==> src/rtl/input_keypad_scanner.sv <==
// 4x4 key matrix scanner: one-hot row drive, 2-flop column synchronizer,
// per-row settle timer and whole-scan debounce before committing the key vector.
module input_keypad_scanner #(
  parameter int SETTLE_CYCLES  = 4,
  parameter int DEBOUNCE_SCANS = 2
) (
  input  logic        clk_sys_i,
  input  logic        rst_i,
  input  logic        enable_i,
  input  logic [3:0]  col_i,
  output logic [3:0]  row_o,
  output logic [15:0] key_o,
  output logic        key_changed_o
);

  localparam int CW = (SETTLE_CYCLES > 1) ? $clog2(SETTLE_CYCLES) : 1;
  localparam int SW = $clog2(DEBOUNCE_SCANS + 1);
  localparam logic [CW-1:0] CNT_LAST   = CW'(SETTLE_CYCLES - 1);
  localparam logic [SW-1:0] STABLE_MAX = SW'(DEBOUNCE_SCANS);

  logic [3:0]    s1_q, s2_q;
  logic [1:0]    r_q, r_d;
  logic [CW-1:0] cnt_q, cnt_d;
  logic [3:0]    row_q, row_d;
  logic [15:0]   buf_q, buf_d;
  logic [15:0]   cand_q, cand_d;
  logic [SW-1:0] stable_q, stable_d;
  logic [15:0]   key_q, key_d;
  logic          kc_q, kc_d;

  logic          sample;
  logic          scan_done;
  logic [15:0]   scan_new;

  // Next-state for the row timer, scan buffer and debounce/commit logic.
  always_comb begin
    sample    = enable_i && (cnt_q == CNT_LAST);
    scan_done = sample && (r_q == 2'd3);
    // The row-3 nibble lands in the buffer on this same edge, so splice it in.
    scan_new  = {s2_q, buf_q[11:0]};
    buf_d     = buf_q;
    cnt_d     = cnt_q;
    r_d       = r_q;
    row_d     = row_q;
    cand_d    = cand_q;
    stable_d  = stable_q;
    key_d     = key_q;
    kc_d      = 1'b0;
    if (enable_i) begin
      if (sample) begin
        buf_d[{r_q, 2'b00} +: 4] = s2_q;
        cnt_d = '0;
        r_d   = r_q + 2'd1;
        row_d = 4'b0001 << r_d;
      end else begin
        cnt_d = cnt_q + 1'b1;
      end
    end
    if (scan_done) begin
      if (scan_new == cand_q) begin
        if (stable_q < STABLE_MAX) stable_d = stable_q + 1'b1;
      end else begin
        cand_d   = scan_new;
        stable_d = SW'(1);
      end
      // Re-committing the value already on key_o would be a spurious pulse.
      if ((stable_d == STABLE_MAX) && (cand_d != key_q)) begin
        key_d = cand_d;
        kc_d  = 1'b1;
      end
    end
  end

  // State registers; the synchronizer runs regardless of enable_i.
  always_ff @(posedge clk_sys_i) begin
    if (rst_i) begin
      s1_q     <= '0;
      s2_q     <= '0;
      r_q      <= '0;
      cnt_q    <= '0;
      row_q    <= 4'b0001;
      buf_q    <= '0;
      cand_q   <= '0;
      stable_q <= '0;
      key_q    <= '0;
      kc_q     <= 1'b0;
    end else begin
      s1_q     <= col_i;
      s2_q     <= s1_q;
      r_q      <= r_d;
      cnt_q    <= cnt_d;
      row_q    <= row_d;
      buf_q    <= buf_d;
      cand_q   <= cand_d;
      stable_q <= stable_d;
      key_q    <= key_d;
      kc_q     <= kc_d;
    end
  end

  assign row_o         = row_q;
  assign key_o         = key_q;
  assign key_changed_o = kc_q;

endmodule
==> config.mk <==
export PLATFORM = sky130hd
export DESIGN_NAME = input_keypad_scanner
export DESIGN_NICKNAME = d
export VERILOG_FILES = /design/src/rtl/input_keypad_scanner.sv
export SDC_FILE = /design/constraint.sdc
export NUM_CORES = 1
export LEC_CHECK = 0
export BUFFER_PORTS_ARGS = -buffer_cell sky130_fd_sc_hd__buf_2
export CELL_PAD_IN_SITES_DETAIL_PLACEMENT = 2
export CELL_PAD_IN_SITES_GLOBAL_PLACEMENT = 2
export CORE_MARGIN = 10
export CORE_UTILIZATION = 34
export CTS_CLUSTER_SIZE = 24
export DETAILED_ROUTE_END_ITERATION = 8
export PLACE_DENSITY = 0.79
export SETUP_SLACK_MARGIN = 0.15
export SYNTH_ARGS = -nofsm -noshare
export SYNTH_HDL_FRONTEND = slang
export SYNTH_SLANG_ARGS = --single-unit
==> constraint.sdc <==
create_clock -name clk_sys_i -period 2.04 [get_ports clk_sys_i]
set_input_delay 0.204 -clock clk_sys_i [delete_from_list [all_inputs] [get_ports clk_sys_i]]
set_output_delay 0.204 -clock clk_sys_i [all_outputs]
set_load 0.05 [all_outputs]
# --- After elaboration in Yosys (flattened, before gate mapping) ---
# Cells that the tools add are included.
totals:
  regBits: 67
  wordCells: 38
  out_inout_bits: 21
classes:
  n_lt_le_gt_ge: 1
  n_eq_ne: 5
  bitwise: 1
  n_reduce_logical: 6
  n_addsub: 4
  n_shift: 3
  mux: 8
ops:
  columns: ["op", "n"]
  rows:
  - ["$mux W16", 2]
  - ["$bwmux W16", 1]
  - ["$eq A16 B16 Y1", 1]
  - ["$ne A16 B16 Y1", 1]
  - ["$shift A4 B6 Y16 const A", 1]
  - ["$shiftx A4 B6 Y16", 1]
  - ["$mux W2", 4]
  - ["$add A2 B1 Y2 const B", 3]
  - ["$eq A2 B2 Y1 const B", 3]
  - ["$neg A4 Y6", 1]
  - ["$reduce_and A2 Y1", 2]
  - ["$shl A1 B2 Y4 const A", 1]
  - ["$logic_and A1 B1 Y1", 3]
  - ["$lt A2 B2 Y1 const B", 1]
  - ["$reduce_or A2 Y1", 1]
  - ["$mux W1", 1]
  - ["$not A1 Y1", 1]

# --- Longest topological paths before layout ---
# Gate-level depths: netlist (run 1).
logic_depth:
  word_depth: 7
  depth_mapped: 7

# --- Worst setup path before layout (run 1) ---
# No wires, ideal clock.
synth_timing:
  path_type: "register -> register"
  startpoint: "reg s2_q[3]"
  endpoint: "reg key_q[10], in the netlist key_o[10]"
  slack_ns: 0.027
  required_ns: 1.968
  stages_incl_launch_ff: 8
  arrival_time_ns: 1.941
  setup_time_ns: 0.072
  path_cell_list: "dfxtp_1 -> buf_6 -> xor2_2 -> nor4_4 -> nand4_2 -> nor4_4 -> buf_6 -> mux2i_1"
synth_between:
  elab_chain_len: 6
synth_lines:
  columns: ["element", "line", "source"]
  rows:
  - ["from (decl)", "21", "logic [3:0] s1_q, s2_q;"]
  - ["from (signal assigned)", "89", "s2_q <= s1_q;"]
  - ["$eq A16 B16 Y1", "60", "if (scan_new == cand_q) begin"]
  - ["$mux W16 or $mux W2 (tied branches)", "60", null]
  - ["$mux W16 or $mux W2 (tied branches)", "59", "if (scan_done) begin"]
  - ["$ne A16 B16 Y1 or $eq A2 B2 Y1 (tied branches)", "67", "if ((stable_d == STABLE_MAX) && (cand_d != key_q)) begin"]
  - ["$logic_and A1 B1 Y1", "67", null]
  - ["$reduce_and A2 Y1 (no line)", null, null]
  - ["to (signal assigned)", "96", "key_q <= key_d;"]
  - ["to (decl)", "28", "logic [15:0] key_q, key_d;"]
# Parallel ways exist; a longest one is shown, timed or not. The select of a mux whose other input is x is not followed.
# A chain may end at the register's enable or synchronous reset.

# --- Final worst setup path (run 1) ---
layout_timing:
  startpoint: "reg cand_q[5]"
  endpoint: "reg key_q[6], in the netlist key_o[6]"
layout_between:
  elab_chain_len: 6
layout_lines:
  columns: ["element", "line", "source"]
  rows:
  - ["from (decl)", "26", "logic [15:0] cand_q, cand_d;"]
  - ["from (signal assigned)", "94", "cand_q <= cand_d;"]
  - ["$eq A16 B16 Y1", "60", null]
  - ["$mux W16 or $mux W2 (tied branches)", "60", null]
  - ["$mux W16 or $mux W2 (tied branches)", "59", null]
  - ["$ne A16 B16 Y1 or $eq A2 B2 Y1 (tied branches)", "67", null]
  - ["$logic_and A1 B1 Y1", "67", null]
  - ["$reduce_and A2 Y1 (no line)", null, null]
# Parallel ways exist; a longest one is shown, timed or not. The select of a mux whose other input is x is not followed.

==> results, run 1 <==
- The run finished with clean final reports.
- The share of the cycle needed by the critical path after routing is 0.891.
- The number of failing setup endpoints in the final timing report is 0.
- Of all cell types, the one taking the most synthesized area is sky130_fd_sc_hd__dfxtp_1.
- IR analysis of the VDD net gives a maximum drop of 0.290 mV.
- At the end of the flow the core is filled with cells to 0.429.
- The overall track demand over capacity in global routing is 0.130.
- The post-route DRC violation count is 0.
- The number of synthesis warnings is 0.
- The number of antenna violations at the first check in global routing was 0.
- The top cell types in the final layout, fill and taps aside, are 53 x sky130_fd_sc_hd__dfxtp_1, 49 x sky130_fd_sc_hd__nand2_1, 27 x sky130_fd_sc_hd__buf_2.
- After floorplanning, the core was sized to cover 0.00830 mm^2.
- The starting utilization of the core area is 0.354.
- The layout filler cell count is 887.
- The count of nets left with antenna violations once routing finished came out at 0.
- The die outline area is 0.0128 mm^2.
- The final max-slew violation count is 0.
- The clock-pin transition on the worst setup and hold timing paths is 0.08 ns.
- The layout net count is 363.
- The clock insertion delay at the later pin of the skew report is 0.36 ns.
- On the final layout, the worst clock skew is 0.0148 ns.
- Derived from the worst setup path, the maximum achievable clock frequency is 550 MHz.
- The number of flops mapped to enable cells by yosys is 0.
- The root buffer selected by CTS is sky130_fd_sc_hd__clkbuf_8.
- The leakage component of the power is 1.39 nW.
- Detailed placement ended at an HPWL of 5.43 mm.
- The share of the synthesized area in the top cell type is 0.429.
- Counting along the longest clock path gives a buffer depth of 2.
- The largest net degree at the start of global routing is 80.
- The number of antenna diodes in the final layout is 0.
- The final wirelength is 8.31 mm.
- The data arrival time of the worst path is 2.10 ns.
- The sum of negative setup slack is 0 ns.
- Routability-driven placement finished with a final weighted congestion of 0.750.
- The number of top-level design ports is 28.
- The area growth from synthesis to final layout is 21.1%.
- In this run the worst hold path is classified as in2reg.
- The remaining max-slew budget at the tightest pin is 0.772.
- The total nets after synthesis is 321.
- TritonCTS created 9 clock buffers.
- Of all nets on the critical path, the largest fanout is 7.
- The most common cell after layout, fill and taps aside is sky130_fd_sc_hd__dfxtp_1.
- Setup repair after global routing could not meet its margin everywhere.
- The number of failing hold endpoints at the final stage came to 0.
- The count of hold buffers inserted by post-cts repair is 0.
- In this run, distinct cell masters in the synthesized netlist total 30.
- The main flop type after synthesis is sky130_fd_sc_hd__dfxtp_1.
- In the synthesized netlist the async set-or-reset flop fraction comes to 0.
- The final instance area is 0.00356 mm^2.
- For the worst setup path, the data required time is 2.32 ns.
- The clock period could shrink to 1.82 ns.
- The total power density per cell area is 740 mW/mm^2.
- In the synthesized netlist, the number of instances is 304.
- The transition time of the tightest slew-check pin is 0.341 ns.
- The first global-routing pass estimated 13.2 mm of wire.
- The flip-flop and latch count after synthesis is 63.
- The aggregate global routing overflow is 0.
- The mean post-synth cell area is 9.68 um^2.
- Yosys attributes the largest share of cell area to sky130_fd_sc_hd__dfxtp_1 43%, sky130_fd_sc_hd__nand2_1 6.3%, sky130_fd_sc_hd__mux2i_1 6.1%.
- The number of global-route vias before repair is 2,433.
- The number of search-and-repair iterations in the first detailed-routing pass is 4.
- The worst setup path is launched from a flop.
- The floorplan step set the die width to 113 um.
- After clock tree synthesis, the setup repair step added 0 buffers.
- The startpoint-to-endpoint class of the critical path is reg2reg.
- The sequential cell area fraction in the yosys report is 0.429.
- After detailed placement, the total cell area comes to 0.00328 mm^2.
- The cell area that synthesis handed to floorplanning was 0.00294 mm^2.
- The CTS tree is built.
- The wire length per cell is 18.2 um.
- The H-tree was split into 3 levels.
- The routed via count divided by cell count is 4.92.
- Across all layers, the routed design uses 2,245 vias.
- The count of buffers from port buffering is 27.
- The floorplan has 33 rows.
- The type of element capturing the critical path is a flop.
- Of the cells placed in the final design, the portion with a size suffix greater than 1 is 0.282.
- Clock tree synthesis found a total of 63 sinks.
- The vertical die dimension is 113 um.
- The tool flagged a number of max-cap violations equal to 0.
- In this run, the number of DRC markers left after iteration 0 of detailed routing was 87.
## synth_stat cells, types with 2 or more instances
master / number
sky130_fd_sc_hd__dfxtp_1: 63
sky130_fd_sc_hd__nand2_1: 49
sky130_fd_sc_hd__a21oi_1: 21
sky130_fd_sc_hd__mux2i_1: 18
sky130_fd_sc_hd__nor2_1: 17
sky130_fd_sc_hd__xnor2_1: 17
sky130_fd_sc_hd__nand2b_1: 14
sky130_fd_sc_hd__a22oi_1: 12
sky130_fd_sc_hd__or2b_1: 11
sky130_fd_sc_hd__xor2_1: 11
sky130_fd_sc_hd__ha_1: 10
sky130_fd_sc_hd__clkbuf_1: 9
sky130_fd_sc_hd__nor2b_1: 9
sky130_fd_sc_hd__or2b_2: 7
sky130_fd_sc_hd__xor2_2: 5
sky130_fd_sc_hd__buf_6: 4
sky130_fd_sc_hd__inv_1: 4
sky130_fd_sc_hd__nand4_1: 4
sky130_fd_sc_hd__nor4_4: 4
sky130_fd_sc_hd__nor4b_1: 3
sky130_fd_sc_hd__buf_1: 2
sky130_fd_sc_hd__buf_4: 2
## worst paths after layout
path	startpoint	cells after the start	end	slack, ns
worst max register to register	cand_q[5]	6	key_o[6]	0.22
worst min register to register	s1_q[1]	1	s2_q[1]	0.45
worst min-delay path	col_i[0]	2	s1_q[0]	0.06
worst max-delay path	cand_q[5]	6	key_o[6]	0.22
## registers in the layout, summed over array words and instances, names as in the netlist
register,cells
key_o,16
r_q,2
s1_q,4
cand_q,16
cnt_q,2
key_changed_o,1
row_o,4
buf_q,12
stable_q,2
s2_q,4
## layer usage
layer  up-vias  track usage  part of all wire
li1       1079            -                 -
met1      1129        0.152              0.46
met2        28        0.223              0.49
met3         9       0.0386             0.032
met4         0       0.0381             0.012
met5         -            0                 0
## stage by stage
step / instances / setup WS, ns / hold slack, ns / total power (W)
after floorplan: 304 / 0.0719 / 0.332 / 0.00135
after global placement: 439 / 0.107 / 0.416 / 0.00138
after detailed placement: 439 / 0.0152 / 0.421 / 0.00138
after CTS: 455 / 0.152 / 0.0490 / 0.00267
after global routing: 456 / 0.104 / 0.0537 / 0.00273
final: 456 / 0.223 / 0.0596 / 0.00264
## report_power, final
group	total, W	internal, W	switching (W)
clock	0.00128	0.000727	0.000557
combinational	0.000101	0.0000444	0.0000562
sequential	0.00125	0.00124	0.0000118
## kinds of logic after synthesis
group / count (synthesis) / share of synthesized area
simple gates: 125 / 0.248
flops: 63 / 0.429
compound gates: 34 / 0.0685
xor+xnor: 33 / 0.111
buf+inv: 21 / 0.0396
mux: 18 / 0.0612
fa+ha+maj: 10 / 0.0425
## area by class of cell
cell class                      count  area [um^2]  share of cell area
Sequential cell                    63         1280               0.359
Multi-Input combinational cell    220         1600               0.449
Timing Repair Buffer               48          309              0.0868
Clock inverter                      6         92.6              0.0260
Inverter                            4         15.0             0.00421
Tap cell                          105          131              0.0369
Clock buffer                       10          138              0.0386
## repair_timing
action | in CTS | in global routing
endpoints found under the setup margin | 18 | 29
resized for setup | 5 | 14
cloned | 0 | 1
pin swaps | 0 | 1
## worst max-delay path: stages, from the launching register on
cell and delay [ns]:
sky130_fd_sc_hd__dfxtp_1 0.33, sky130_fd_sc_hd__xor2_1 0.19, sky130_fd_sc_hd__nor4_4 0.32, sky130_fd_sc_hd__nand4_2 0.19
sky130_fd_sc_hd__nor4_4 0.27, sky130_fd_sc_hd__buf_4 0.25, sky130_fd_sc_hd__mux2i_1 0.20
Power figures use the tool's default switching activity.
==> inputs of run 2 (changes only) <==
- GPL_TIMING_DRIVEN: not set -> 0
- REMOVE_ABC_BUFFERS: not set -> 1
- SLEW_MARGIN: not set -> 15
==> results, run 2 (synthesis results as in run 1) <==
- The final antenna-violating net count is 0 (unchanged).
- The wire length of the first global-routing pass is 14.0 mm (+5.7%).
- The largest individual stage delay along the critical path comes from the cell sky130_fd_sc_hd__dfxtp_4.
- The number of failing setup endpoints in the final timing report is 0 (unchanged).
- The final max-slew violation count was 0 (unchanged).
- The largest stage delay on the critical path is 0.37 ns (+0.04 ns).
- The final wirelength is 8.77 mm (+5.5%).
- The die outline area is 0.0128 mm^2 (unchanged).
- The wire length per cell is 19.5 um (+7.2%).
- The overall track demand over capacity in global routing is 0.139 (+0.00942).
- CTS placed an instance of sky130_fd_sc_hd__clkbuf_8 at the clock tree root.
- The setup slack at placement is -0.963 ns (-0.978 ns).
- The maximum level of the CTS H-tree is 3 (unchanged).
- The remaining max-slew budget at the tightest pin was 0.500 (-0.272).
- Walking the worst path, the cells encountered are xor2_4 -> nor4_4 -> nand4_2 -> nor4_4 -> buf_6 -> buf_12 -> buf_16 -> mux2i_1.
- Among the stages of the critical path, the cell type that occurs most often is sky130_fd_sc_hd__nor4_4.
- The highest clock rate is 507 MHz (-7.9%).
- The final critical-path setup slack is 0.0677 ns (-0.155 ns).
- The layout filler cell count was 873 (-1.6%).
- The number of buffer and inverter stages on the critical path is 3 (+2).
- The number of buffers created by CTS is 9 (unchanged).
- The number of max-cap violations is 0 (unchanged).
- The TritonCTS sink count came to 63 (unchanged).
- The run finished with clean final reports.
- The critical path is of the reg2reg type.
- STA classifies the critical path startpoint as a flop.
- The count of hold buffers inserted by post-cts repair is 0 (unchanged).
- The number of search-and-repair iterations in the first detailed-routing pass is 4 (unchanged).
- The clock-pin transition on the worst setup and hold timing paths is 0.07 ns (about the same).
- The peak supply drop is 0.355 mV (+22%).
- The share of the cycle needed by the critical path after routing is 0.967 (+0.0762).
- The count of placed standard cells including taps was 420 (-4.3%).
- The count of buffers from port buffering was 27 (unchanged).
- The type of element capturing the critical path is a flop.
- The routed via count divided by cell count is 4.99 (+1.4%).
- The final period demand of the worst path is 1.97 ns (+0.155 ns).
- The width of the die is 113 um (unchanged).
- TritonCTS built the clock tree.
- The top cell types in the final layout, fill and taps aside, are 45 x sky130_fd_sc_hd__nand2_1, 45 x sky130_fd_sc_hd__dfxtp_1, 26 x sky130_fd_sc_hd__buf_2.
- The number of cell rows was 33 (unchanged).
- The largest fanout on the critical path is 4 (-3).
- The number of global-route vias before repair is 2,520 (+3.6%).
- The leakage component of the power is 1.42 nW (+2.1%).
- The number of diodes is 0 (unchanged).
- The proportion of layout cells with a drive suffix above 1 was 0.320 (+0.0377).
- The number of failing hold endpoints at the final stage is 0 (unchanged).
- The number of antenna violations at the first check in global routing is 0 (unchanged).
- The transition time of the tightest slew-check pin is 0.750 ns (+0.409 ns).
- The area inside the core boundary is 0.00830 mm^2 (unchanged).
- The starting DRC count in detailed routing came to 119 (+37%).
- The starting utilization of the core area is 0.354 (unchanged).
- The largest net degree at the start of global routing came to 80 (unchanged).
- The aggregate global routing overflow is 0 (unchanged).
- The area growth from synthesis to layout is 23.9%.
- The layout net count was 357 (-1.7%).
- The number of top-level design ports is 28 (unchanged).
- The class of the worst hold path is in2reg.
- The vertical die dimension is 113 um (unchanged).
- The kind of cell adding the most delay to the critical path is simple AND/OR/NAND/NOR gates.
- The clock insertion delay at the later pin of the skew report is 0.35 ns (about the same).
- The placed wire-length estimate came to 4.97 mm (-8.4%).
- The total power density per cell area is 680 mW/mm^2 (-8.1%).
- The worst clock skew on the final layout is 0.0101 ns (-0.00471 ns).
- The non-filler instance count after layout is 449 (-1.5%).
- Setup repair after global routing could not meet its margin everywhere.
- The critical path required time is 2.32 ns (about the same).
- The maximum clock path buffer count is 2 (unchanged).
- The weighted congestion reported at the end of routability-driven placement came to 0.717 (-4.4%).
- The total via count after detailed routing was 2,242 (-0.13%).
- The data arrival time of the worst path is 2.25 ns (+0.15 ns).
- The post-route DRC violation count was 0 (unchanged).
-- run 2: cell count changes in the layout (fill, tap and decap cells not counted), sizes merged --
cell,before,now
buf,48,42
bufinv,2,1
clkbuf,10,11
clkinv,1,3
clkinvlp,2,0
inv,5,4
-- run 2: where the power goes --
group,internal (W),switching [W]
sequential,0.00123,0.0000143
clock,0.000618,0.000511
combinational,0.0000436,0.0000575
total,0.00190,0.000583
-- run 2: routing by layer --
layer  routed length, um  GRT usage  vias to the layer above
li1                    -          -                     1069
met1                3710      0.157                     1140
met2                4720      0.249                       23
met3                 214     0.0322                       10
met4                 127     0.0491                        0
met5                   0          0                        -
-- run 2: area by class of cell --
type / count / area [um^2] / share of cell area
Multi-Input combinational cell: 220 / 1700 / 0.466
Sequential cell: 63 / 1300 / 0.357
Timing Repair Buffer: 42 / 302 / 0.0828
Clock buffer: 11 / 151 / 0.0416
Tap cell: 105 / 131 / 0.0361
Clock inverter: 4 / 45.0 / 0.0124
Inverter: 4 / 15.0 / 0.00412
-- run 2: metrics by stage --
stage / utilization / power, W / cell area, um^2 / hold slack (ns) / setup TNS, ns
6_report: 0.439 / 0.00248 / 3640 / 0.0586 / 0
5_1_grt: 0.439 / 0.00258 / 3640 / 0.0657 / -0.528
4_1_cts: 0.425 / 0.00248 / 3520 / 0.0544 / 0
3_5_place_dp: 0.376 / 0.00137 / 3120 / 0.420 / -18.88
3_3_place_gp: 0.374 / 0.00137 / 3110 / 0.413 / -23.14
2_1_floorplan: - / 0.00133 / 2840 / 0.273 / -6.51
-- run 2: worst paths after layout --
check	startpoint	end	slack (ns)	cells past startpoint
setup / recovery	cand_q[9]	key_o[4]	0.07	8
hold reg to reg	s1_q[0]	s2_q[0]	0.44	1
hold / removal	col_i[2]	s1_q[2]	0.06	2
setup reg to reg	cand_q[9]	key_o[4]	0.07	8
-- run 2: repair_timing --
action                     in CTS  in global routing
gates cloned                    1                  0
setup buffers                   7                  6
resized for setup              36                 18
setup endpoints to repair      47                 30
pin swaps                       6                  8
-- run 2: worst register-to-register path: cells and delay by family (launching register included) --
family | cells | cell delay, ns
xor gates and xnor gates | 1 | 0.19
buffers and inverters | 3 | 0.37
DFF | 1 | 0.37
muxes | 1 | 0.18
and+or+nand+nor | 3 | 0.80
